`config.mk`:
```
export PLATFORM = sky130hd
export DESIGN_NAME = ram8_dump
export DESIGN_NICKNAME = d
export VERILOG_FILES = /design/src/rtl/ram8_dump.sv
export SDC_FILE = /design/constraint.sdc
export NUM_CORES = 1
export LEC_CHECK = 0
export BUFFER_PORTS_ARGS = -buffer_cell sky130_fd_sc_hd__buf_2
export CELL_PAD_IN_SITES_DETAIL_PLACEMENT = 2
export CELL_PAD_IN_SITES_GLOBAL_PLACEMENT = 2
export CORE_ASPECT_RATIO = 1.5
export CORE_MARGIN = 4
export CORE_UTILIZATION = 32
export CTS_CLUSTER_DIAMETER = 60
export DETAILED_ROUTE_END_ITERATION = 10
export HOLD_SLACK_MARGIN = 0.08
export PLACE_DENSITY_LB_ADDON = 0.1
export SLEW_MARGIN = 20
export SYNTH_ARGS = -nofsm -noshare
export SYNTH_HDL_FRONTEND = slang
export SYNTH_SLANG_ARGS = --single-unit
export TNS_END_PERCENT = 20
```
`constraint.sdc`:
```
create_clock -name clk -period 2.11 [get_ports clk]
set_clock_uncertainty 0.15 [all_clocks]
set_input_delay 0.1055 -clock clk [delete_from_list [all_inputs] [get_ports clk]]
set_output_delay 0.1055 -clock clk [all_outputs]
set_load 0.02 [all_outputs]
```
`src/rtl/ram8_dump.sv`:
```
// Eight-word register bank feeding the 8-way read mux,
// with a valid/ready engine that streams all words in address order.
module ram8_dump #(
  parameter int WIDTH = 16
) (
  input  logic             clk,
  input  logic             rst_n,
  input  logic [WIDTH-1:0] in,
  input  logic             load,
  input  logic [2:0]       address,
  output logic [WIDTH-1:0] out,
  input  logic             dump_start,
  output logic             dump_busy,
  output logic             dump_valid,
  input  logic             dump_ready,
  output logic [WIDTH-1:0] dump_data,
  output logic [2:0]       dump_addr,
  output logic             dump_done
);

  typedef enum logic [1:0] {
    IDLE,
    LOAD,
    SEND,
    DONE
  } state_t;

  state_t           state;
  state_t           state_nxt;
  logic [WIDTH-1:0] mem [8];
  logic [2:0]       ptr;
  logic [2:0]       ptr_nxt;
  logic             hs;
  logic [WIDTH-1:0] cap_data;

  assign out = mem[address];
  assign hs  = dump_valid & dump_ready;

  // a write landing on the word being captured wins
  assign cap_data = (load && address == ptr) ? in : mem[ptr];

  always_ff @(posedge clk or negedge rst_n) begin
    if (!rst_n) begin
      for (int i = 0; i < 8; i++) mem[i] <= '0;
    end else if (load) begin
      mem[address] <= in;
    end
  end

  always_ff @(posedge clk or negedge rst_n) begin
    if (!rst_n) begin
      state     <= IDLE;
      ptr       <= '0;
      dump_data <= '0;
      dump_addr <= '0;
    end else begin
      state <= state_nxt;
      ptr   <= ptr_nxt;
      if (state == LOAD) begin
        dump_data <= cap_data;
        dump_addr <= ptr;
      end
    end
  end

  always_comb begin
    state_nxt  = state;
    ptr_nxt    = ptr;
    dump_busy  = 1'b0;
    dump_valid = 1'b0;
    dump_done  = 1'b0;
    unique case (state)
      IDLE: begin
        if (dump_start) begin
          ptr_nxt   = '0;
          state_nxt = LOAD;
        end
      end
      LOAD: begin
        dump_busy = 1'b1;
        state_nxt = SEND;
      end
      SEND: begin
        dump_busy  = 1'b1;
        dump_valid = 1'b1;
        if (dump_ready) begin
          if (ptr == 3'd7) begin
            state_nxt = DONE;
          end else begin
            ptr_nxt   = ptr + 3'd1;
            state_nxt = LOAD;
          end
        end
      end
      DONE: begin
        dump_busy = 1'b1;
        dump_done = 1'b1;
        state_nxt = IDLE;
      end
      default: state_nxt = IDLE;
    endcase
  end

endmodule

```
# Yosys cells after proc, flatten, opt, wreduce, memory -nomap -nowiden
# Index checks and enable logic that the tools add are counted.
# totals
regBits	152
out_inout_bits	38
# classes
n_lt_le_gt_ge	3
muxes	21
n_addsub	1
eq_ne	8
n_bitwise	2
n_reduce_logical	7
# ops
op	n
128-bit bitwise mux	1
16-bit binary-select mux with 3-bit select	2
16-bit 2-to-1 mux	6
16-bit demux with 3-bit select	1
3-bit 2-to-1 mux	3
4-bit >= comparator (second input constant)	2
3-bit inverter with 4-bit output	2
2-bit case mux with 4 select lines	1
2-bit 2-to-1 mux	3
2-bit inequality test (second input constant)	3
3-bit case mux with 2 select lines	1
2-bit equality test (second input constant)	2
4-bit by 1-bit less-than comparator with 1-bit output (second input constant)	1
4-bit AND reduction	1
3-bit by 1-bit adder with 3-bit output (second input constant)	1
3-bit equality test	1
3-bit equality test (second input constant)	1
1-bit 2-to-1 mux	3
3-bit OR reduction	1
2-bit by 1-bit equality test with 1-bit output (second input constant)	1
1-bit logical AND	2
2-bit logical NOT	1
2-bit AND reduction	1
2-bit nonzero test	1

# Depth between registers and ports, before layout
# Gate-level depths: netlist of the first run.
# logic_depth
word_depth	6
ltp_mapped	6
depth_no_buf	4

# Worst setup path before layout of the first run
# Ideal clock, no wire load.
# synth_timing
kind	register to register
startpoint	register ptr[0]
endpoint	register dump_data[10]
arrival_time_ps	1415
required_time_ps	1822
setup_time_ps	138
path_buffers	2
path_stages_with_launch	6
setup_slack_ps	407
path_cell_list	dfrtp_1 -> buf_6 -> buf_6 -> mux4_2 -> mux2i_1 -> o221ai_1
# synth_via
elab_chain_len	5
# synth_rtl
item	line	text
from (decl)	31	logic [2:0] ptr;
from (signal assigned)	58	ptr <= ptr_nxt;
3-bit inverter with 4-bit output (not written as such)	40	assign cap_data = (load && address == ptr) ? in : mem[ptr];
16-bit binary-select mux with 3-bit select	40	
16-bit 2-to-1 mux (not written as such) (2 in series)	40	
16-bit 2-to-1 mux (*)	40	
to (signal assigned)	60	dump_data <= cap_data;
to (decl)	16	output logic [WIDTH-1:0] dump_data,
# Mark *: on every way between the ends. The rest lies on a longest branch, timed or not. The select of a mux whose other input is x is not followed.
# A chain may end at the register's enable or synchronous reset.

# Worst setup path after layout of the first run
# layout_timing
startpoint	register mem[47] (netlist name)
endpoint	output out[15]
# layout_via
elab_chain_len	3
# layout_rtl
item	line	text
from (decl)	30	logic [WIDTH-1:0] mem [8];
from (signal, indexed assignment)	46	mem[address] <= in;
16-bit binary-select mux with 3-bit select	36	assign out = mem[address];
16-bit 2-to-1 mux (not written as such) (2 in series)	36	
to (decl)	11	output logic [WIDTH-1:0] out,
# Every way passes these cells. The select of a mux whose other input is x is not followed.

==> run metrics, run 1 <==
number of maximum-capacitance constraint violations=0; register clock-pin slew on the reported worst setup and hold paths=0.06 ns; maximum number of buffers from clock root to sink=2; maximum fanout along the worst path=3; area inside the core boundary=24500 um2; final setup violation count=0; setup ws final=0.0840 ns; synthesis-to-layout area growth=21.1%; Slew @ Worst Pin=0.444 ns; via density per instance=5.43; Reg-to-Reg End=dump_data[13]; Post-Synth Adder-Cell Area=0.313%; count of cells resized by post-cts repair=0; FF+latch count, synth=152; post-route fraction of the period consumed by the critical path=96.0%; starting utilization of the core area=32.6%; Max Transition Viols Final=0; xor and xnor fraction of the mapped netlist area=0.329%; Synth Cell Area=7990 um2; Final Hold Fails=0; 1st-iter DRT viols=265; final WL=27200 um; shortest clock period the worst path allows after layout=2.03 ns; internal reg-to-reg setup slack=0.23 ns; antenna viol nets, final=0; post-placement cell count=1000; global-route congestion overflow total=0; type of the setup path with the least slack=flop to output port; initial antenna violation count=0; I/O Pins=62; total clock buffers created by CTS=17; syn_area_per_cell=13.0 um2; Die Span Y=202 um; router iterations before antenna repair=4; slowest cell delay on critical path=0.41 ns; clock root cell=sky130_fd_sc_hd__clkbuf_16; hold buffers post-CTS=21; average wire per cell in the routed design=25.8 um; Arr. time, crit path=1.77 ns; Final HPWL DP=18400 um; cell-by-cell trace of the critical path=mux2_2 -> a22oi_1 -> o221ai_1 -> buf_2; buffers added on ports=61; aggregate negative setup slack=0 ns; net total in the final layout=742; fraction of layout cells with a size suffix above 1=42.4%; Leak Pwr=0.00426 uW; mux contribution to synthesized area=32.2%; die area=27600 um2; status=finished clean; post-placement worst setup slack=0.141 ns; launching element of the worst setup path=mem[47]; RePlAce Congestion=0.753; net count of the mapped netlist=643; worst path required time=1.85 ns; vias in the first global route=6610; Slowest cell on crit path=sky130_fd_sc_hd__dfrtp_1; Worst-Skew Late Latency=0.44 ns; number of buffers inserted to repair setup after CTS=0; total global-route track usage=20.8%; power density of the placed cells=1150 nW/um2; number of distinct library cells after synthesis=38; RSZ-0062 raised after global routing=no; number of clock sinks=152; sequential cell area fraction in the yosys report=47.6%; Register Area=3800 um2; worst min-delay path category=primary input to async pin; area share of the largest cell type after synthesis=47.6%; antenna diode instance count=0; Max IR drop VDD=0.594 mV; synthesized-area fraction occupied by and/or/nand/nor cells=5.98%; synthesized instance count=617; length in cells of the worst reg-to-reg path=4; CTS tree=built; dominant cell type by area after synthesis=sky130_fd_sc_hd__dfrtp_1; H-tree lvl count=4; achievable frequency=0.494 GHz; post-route worst hold slack=0.0964 ns; yosys synthesis warning count=0; combinational family with the most area after synthesis=multiplexers; first-pass GRT wire length=42500 um; via count of the routed design=5722; Die X=137 um; share of the core filled with cells=39.5%; Relative slew margins=70.4%; crit end category=output port; number of filler instances in the final layout=2535; post-route non-filler standard cell count=1053; DRC errors left=0; cell types occupying the most area after synthesis=sky130_fd_sc_hd__dfrtp_1 (48%), sky130_fd_sc_hd__mux2_2 (17%), sky130_fd_sc_hd__mux4_2 (9.9%); complex-gate fraction of the synthesized area=8.71%; area of combinational cells with multiple inputs=3800 um2; worst reg2reg startpoint=ptr[0]; maximum number of pins on one net before global-route repair=62; critical path startpoint category=flop; number of placement rows=70
[kinds of logic (layout without fill, tap and decap cells)]
logic type,after synthesis,count (layout)
XOR/XNOR,3,3
AND/OR/NAND/NOR,100,100
adder cells (fa/ha/maj),2,2
multiplexers,195,195
flip-flops,152,152
buffers and inverters,68,180
AO/OA/AOI/OAI,97,97
[metrics by stage]
| step | power, uW | area (um2) |
|---|---|---|
| 6_report | 11200 | 9680 |
| 5_1_grt | 11800 | 9680 |
| 4_1_cts | 11400 | 9680 |
| 3_5_place_dp | 7880 | 8820 |
| 3_3_place_gp | 7750 | 8820 |
| 2_1_floorplan | 6540 | 7990 |
[final cells by class]
| class | instances | share of cell area, % |
|---|---|---|
| clock buffer | 20 | 4.82 |
| clock inverter | 12 | 1.78 |
| inverter | 20 | 0.776 |
| multi-input combinational | 397 | 39.3 |
| sequential | 152 | 39.3 |
| tap | 324 | 4.19 |
| timing repair buffer | 128 | 9.84 |
[how the worst max path moves through the flow]
stage	slack, ns	cells past startpoint	to
after floorplan	0.41	5	dump_data[10]
after global placement	0.21	4	dump_data[4]
after detailed placement	0.14	7	out[9]
after CTS	0.07	4	out[15]
after global routing	0.03	4	out[15]
final	0.08	4	out[15]
[synthesized netlist by cell type]
cell,count
sky130_fd_sc_hd__nand4b_1,2
sky130_fd_sc_hd__dfrtp_1,152
sky130_fd_sc_hd__nand3_4,1
sky130_fd_sc_hd__o221ai_1,22
sky130_fd_sc_hd__and4bb_2,1
sky130_fd_sc_hd__inv_2,1
sky130_fd_sc_hd__and4bb_1,1
sky130_fd_sc_hd__a41o_1,1
sky130_fd_sc_hd__buf_1,4
sky130_fd_sc_hd__nand4_1,1
sky130_fd_sc_hd__a22oi_1,28
sky130_fd_sc_hd__a221oi_1,8
sky130_fd_sc_hd__nand2b_1,4
sky130_fd_sc_hd__a32oi_1,1
sky130_fd_sc_hd__and3_1,2
sky130_fd_sc_hd__nor2_1,12
sky130_fd_sc_hd__nand3b_4,1
sky130_fd_sc_hd__ha_1,2
sky130_fd_sc_hd__buf_2,18
sky130_fd_sc_hd__xnor2_1,3
sky130_fd_sc_hd__mux2i_1,20
sky130_fd_sc_hd__clkbuf_1,10
sky130_fd_sc_hd__mux2_4,3
sky130_fd_sc_hd__or2_2,1
sky130_fd_sc_hd__nand2_1,66
sky130_fd_sc_hd__and3b_1,1
sky130_fd_sc_hd__and4_1,1
sky130_fd_sc_hd__mux2_2,123
sky130_fd_sc_hd__o21ai_0,35
sky130_fd_sc_hd__inv_1,19
sky130_fd_sc_hd__and2_1,2
sky130_fd_sc_hd__nor2b_1,4
sky130_fd_sc_hd__mux2_1,14
sky130_fd_sc_hd__a211oi_2,1
sky130_fd_sc_hd__buf_6,13
sky130_fd_sc_hd__a41oi_2,1
sky130_fd_sc_hd__buf_4,3
sky130_fd_sc_hd__mux4_2,35
[per-layer routing]
metal / up-vias / GRT usage [%] / routed length (um)
met5: - / 0 / 0
met4: 0 / 5.53 / 353
met3: 21 / 2.95 / 594
met2: 87 / 36.5 / 14600
met1: 3109 / 26.6 / 11600
li1: 2505 / - / -
[layout by cell type, fill, tap and decap left out, types with 5 or more instances in the layout]
| cell | n |
|---|---|
| sky130_fd_sc_hd__mux2_2 | 123 |
| sky130_fd_sc_hd__a22oi_1 | 28 |
| sky130_fd_sc_hd__buf_12 | 7 |
| sky130_fd_sc_hd__clkinvlp_4 | 5 |
| sky130_fd_sc_hd__buf_4 | 40 |
| sky130_fd_sc_hd__dlygate4sd3_1 | 20 |
| sky130_fd_sc_hd__clkbuf_16 | 17 |
| sky130_fd_sc_hd__inv_1 | 19 |
| sky130_fd_sc_hd__nand2_1 | 66 |
| sky130_fd_sc_hd__nor2_1 | 12 |
| sky130_fd_sc_hd__mux4_2 | 35 |
| sky130_fd_sc_hd__o21ai_0 | 35 |
| sky130_fd_sc_hd__mux2i_1 | 20 |
| sky130_fd_sc_hd__mux2_1 | 14 |
| sky130_fd_sc_hd__buf_2 | 60 |
| sky130_fd_sc_hd__o221ai_1 | 22 |
| sky130_fd_sc_hd__a221oi_1 | 8 |
| sky130_fd_sc_hd__dfrtp_1 | 151 |
[sequential cells by signal (all words and copies together) (netlist names)]
register	cells
mem	128
dump_addr	3
dump_data	16
state	2
ptr	3
[worst max-delay path: cells and delay by family, from the launching register on]
family	cells	cell delay (ns)
AO/OA/AOI/OAI	2	0.40
buffers and inverters	1	0.25
flip-flops	1	0.41
multiplexers	1	0.27
[report_power, final]
group / total (uW) / switching, uW / internal, uW / leakage [uW]
Sequential: 4240 / 600 / 3640 / 0.00185
Combinational: 3570 / 1800 / 1770 / 0.00211
Clock: 3350 / 1290 / 2070 / 0.000300
(Power assumes the default switching activity.)
==> run 2: changes to the inputs <==
CELL_PAD_IN_SITES_DETAIL_PLACEMENT = 1   (was 2)
CELL_PAD_IN_SITES_GLOBAL_PLACEMENT = 1   (was 2)
==> run metrics, run 2 (synthesized netlist as in run 1, its figures left out) <==
Final HPWL DP=16800 um; 1st-iter DRT viols=287; antenna viol nets, final=0; fraction of layout cells with a size suffix above 1=42.1%; critical path startpoint category=flop; achievable frequency=0.498 GHz; H-tree lvl count=4; register clock-pin slew on the reported worst setup and hold paths=0.07 ns; Arr. time, crit path=1.75 ns; number of maximum-capacitance constraint violations=0; starting utilization of the core area=32.6%; vias in the first global route=6165; post-route worst hold slack=0.188 ns; clock root cell=sky130_fd_sc_hd__clkbuf_16; status=finished clean; via density per instance=5.36; post-placement cell count=998; largest registers=mem x128, dump_data x16; Final Hold Fails=0; CTS tree=built; maximum fanout along the worst path=3; area inside the core boundary=24500 um2; initial antenna violation count=0; number of clock sinks=152; antenna diode instance count=0; count of buffer and inverter cells on the critical path=1; Reg with most FFs=mem; power density of the placed cells=1140 nW/um2; worst min-delay path category=primary input to flop; worst path required time=1.85 ns; die area=27600 um2; max reg flops=128; router iterations before antenna repair=4; leading cell types in the layout, fill and taps excluded=sky130_fd_sc_hd__dfrtp_1 (151), sky130_fd_sc_hd__mux2_2 (123), sky130_fd_sc_hd__nand2_1 (66); I/O Pins=62; crit end category=output port; Leak Pwr=0.00424 uW; share of the core filled with cells=39.3%; cell-by-cell trace of the critical path=mux2i_1 -> mux4_2 -> nand2_1 -> buf_2; Die Span Y=202 um; number of buffers inserted to repair setup after CTS=0; first-pass GRT wire length=38800 um; post-route fraction of the period consumed by the critical path=95.1%; synthesis-to-layout area growth=20.6%; type of the setup path with the least slack=flop to output port; area of combinational cells with multiple inputs=3800 um2; RePlAce Congestion=0.766; Die X=137 um; Register Area=3800 um2; final WL=25000 um; Slowest cell on crit path=sky130_fd_sc_hd__mux4_2; RSZ-0062 raised after global routing=no; total global-route track usage=18.8%; final setup violation count=0; buffers added on ports=61; Relative slew margins=65.1%; post-route non-filler standard cell count=1051; DRC errors left=0; Max IR drop VDD=0.606 mV; via count of the routed design=5629; average wire per cell in the routed design=23.8 um; shortest clock period the worst path allows after layout=2.01 ns; kind of cell adding the most delay to the critical path=multiplexers; aggregate negative setup slack=0 ns; Slew @ Worst Pin=0.523 ns; global-route congestion overflow total=0; maximum number of pins on one net before global-route repair=64; maximum number of buffers from clock root to sink=2; Max Transition Viols Final=0; Worst-Skew Late Latency=0.44 ns; net total in the final layout=740; number of placement rows=70; most common cell after layout, fill and taps aside=sky130_fd_sc_hd__dfrtp_1; slowest cell delay on critical path=0.47 ns; number of filler instances in the final layout=2639; total clock buffers created by CTS=17
==> run 2: layer usage <==
metal  vias to the layer above  part of all wire [%]  GRT usage (%)
met1                      2993                    43           24.8
met5                         -                     0              0
met4                         0                   2.2           6.03
met3                        34                   3.6           3.35
met2                       104                    51           31.3
li1                       2498                     -              -
==> run 2: tightest hold or removal path, delay by kind of cell <==
family                 cells  cell delay, ns
buffers and inverters      2            0.38
AND/OR/NAND/NOR            1            0.16
AO/OA/AOI/OAI              1            0.08
==> run 2: area by class of cell <==
class | instances | share of cell area (%)
clock buffers | 19 | 4.70
clock inverters | 13 | 1.74
inverters | 20 | 0.779
multi-input cells | 397 | 39.5
flip-flops and latches | 152 | 39.5
well taps | 324 | 4.21
repair buffers | 126 | 9.62
==> run 2: worst paths after layout <==
kind                               from  depth (start not counted)  slack [ns]            to
max reg2reg                      ptr[0]                          4        0.24        ptr[0]
min                                load                          4        0.19       mem[78]
min reg2reg                dump_addr[2]                          2        0.32  dump_addr[2]
max                             mem[78]                          4        0.10       out[14]
max in group asynchronous         rst_n                          4        0.45       mem[43]
min in group asynchronous         rst_n                          3        0.59       mem[66]
==> run 2: report_power, final <==
group | leakage, uW | switching, uW | total [uW] | internal [uW]
logic | 0.00209 | 1720 | 3480 | 1760
registers | 0.00185 | 588 | 4230 | 3640
clock network | 0.000300 | 1320 | 3260 | 1940
==> run 2: through the flow <==
step | total power, uW | cell area (um2) | setup WS (ns)
detailed placement | 7800 | 8800 | 0.219
floorplan | 6540 | 7990 | 0.407
global placement | 7670 | 8800 | 0.245
finish | 11000 | 9630 | 0.104
CTS | 11100 | 9630 | 0.0669
global route | 11600 | 9630 | 0.0553
==> run 2: what timing repair did <==
| action | CTS | global route |
|---|---|---|
| hold buffers | 21 | 0 |
| gates resized for setup | 0 | 0 |
| endpoints found under the hold margin | 298 | 0 |
==> run 3: changes to the inputs <==
SETUP_SLACK_MARGIN = 0.4   (was default)
==> run metrics, run 3 (synthesized netlist as in run 1, its figures left out) <==
status=finished clean; via density per instance=5.30; share of the core filled with cells=41.5%; maximum fanout along the worst path=8; worst path required time=2.27 ns; Max Transition Viols Final=0; instance area after placement=8800 um2; Slowest cell on crit path=sky130_fd_sc_hd__dfrtp_4; type of the setup path with the least slack=flop to flop; antenna viol nets, final=0; average wire per cell in the routed design=24.0 um; RSZ-0062 raised after global routing=yes; length in cells of the worst reg-to-reg path=5; total clock buffers created by CTS=17; final instance area=10200 um2; final WL=25800 um; aggregate negative setup slack=0 ns; GR Util met1=25.1%; total global-route track usage=19.1%; number of maximum-capacitance constraint violations=0; via count of the routed design=5707; Worst-Skew Late Latency=0.44 ns; clock root cell=sky130_fd_sc_hd__clkbuf_16; Die X=137 um; buffers added on ports=61; starting utilization of the core area=32.6%; critical path startpoint category=flop; H-tree lvl count=4; number of placement rows=70; leading cell types in the layout, fill and taps excluded=sky130_fd_sc_hd__dfrtp_1 (151), sky130_fd_sc_hd__mux2_2 (120), sky130_fd_sc_hd__buf_4 (69); Arr. time, crit path=2.06 ns; fraction of layout cells with a size suffix above 1=49.6%; die area=27600 um2; cell depth of the worst hold path=4; post-route fraction of the period consumed by the critical path=90.2%; DRC errors left=0; slowest cell delay on critical path=0.53 ns; Max IR drop VDD=0.614 mV; GR met3 Demand/Resource=3.15%; cell-by-cell trace of the critical path=buf_4 -> clkbuf_16 -> mux4_2 -> mux2i_1 -> a221oi_1; number of clock sinks=152; global-route congestion overflow total=0; busiest layer in global routing=met2; initial antenna violation count=0; power density of the placed cells=1130 nW/um2; max reg flops=128; Final HPWL DP=16800 um; Reg with most FFs=mem; shortest clock period the worst path allows after layout=1.90 ns; Die Span Y=202 um; achievable frequency=0.525 GHz; Relative slew margins=64.8%; maximum number of pins on one net before global-route repair=64; most common cell after layout, fill and taps aside=sky130_fd_sc_hd__dfrtp_1; worst min-delay path category=primary input to flop; GR Util met2=31.9%; final setup violation count=0; maximum number of buffers from clock root to sink=2; largest registers=mem x128, dump_data x16; area inside the core boundary=24500 um2; I/O Pins=62; 1st-iter DRT viols=317; post-route worst hold slack=0.201 ns; crit end category=flop; router iterations before antenna repair=4; vias in the first global route=6246; register clock-pin slew on the reported worst setup and hold paths=0.07 ns; synthesis-to-layout area growth=27.3%; Slew @ Worst Pin=0.527 ns; RePlAce Congestion=0.766; CTS tree=built; antenna diode instance count=0; first-pass GRT wire length=39300 um; Final Hold Fails=0; Leak Pwr=0.00442 uW; net total in the final layout=765
==> run 3: cell count changes in the layout (fill, tap and decap cells not counted), sizes merged <==
cell         delta
dlygate4sd3     -1
buf            +24
clkbuf          +2
==> run 3: worst paths after layout <==
check / endpoint / slack (ns) / start
worst max-delay path: dump_data[11] / 0.21 / ptr[0]
worst min-delay path: mem[78] / 0.20 / load
worst max register to register: dump_data[11] / 0.21 / ptr[0]
worst min register to register: dump_addr[2] / 0.32 / dump_addr[2]
max in group asynchronous: mem[43] / 0.46 / rst_n
min in group asynchronous: mem[66] / 0.59 / rst_n
==> run 3: critical path: cells and delay by family, from the launching register on <==
family                 cells  cell delay [ns]
AOI/OAI and AO/OA          1             0.10
buffers and inverters      2             0.33
DFF                        1             0.53
muxes                      2             0.67
==> run 3: cell type report <==
cell class | count | area (um2)
fillers | 2600 | 14300
multi-input cells | 397 | 4060
clock inverters | 13 | 168
clock buffers | 19 | 453
inverters | 20 | 75.1
well taps | 324 | 405
flip-flops and latches | 152 | 3810
repair buffers | 151 | 1210
==> run 3: per-stage QoR <==
step                power (uW)  setup WS [ns]  cells
floorplan                 6540          0.407    617
global placement          7670          0.245    998
detailed placement        7800          0.219    998
CTS                      11300          0.187   1064
global route             12100          0.156   1076
finish                   11500          0.206   1076
==> run 3: report_power, final <==
group	switching, uW	internal, uW
combinational	1900	2090
clock	1320	1940
sequential	614	3640
total	3820	7670
==> run 3: what timing repair did <==
| action | CTS | global route |
|---|---|---|
| gates cloned | 0 | 3 |
| hold buffers | 20 | 0 |
| setup buffers | 14 | 9 |
| setup endpoints to repair | 35 | 99 |
| endpoints found under the hold margin | 298 | 0 |
| gates resized for setup | 24 | 42 |
| pin swaps | 9 | 12 |
==> run 3: per-layer routing <==
metal,up-vias,wire (um)
met5,-,0
met4,0,534
met3,30,738
met2,86,13200
met1,3049,11300
li1,2542,-
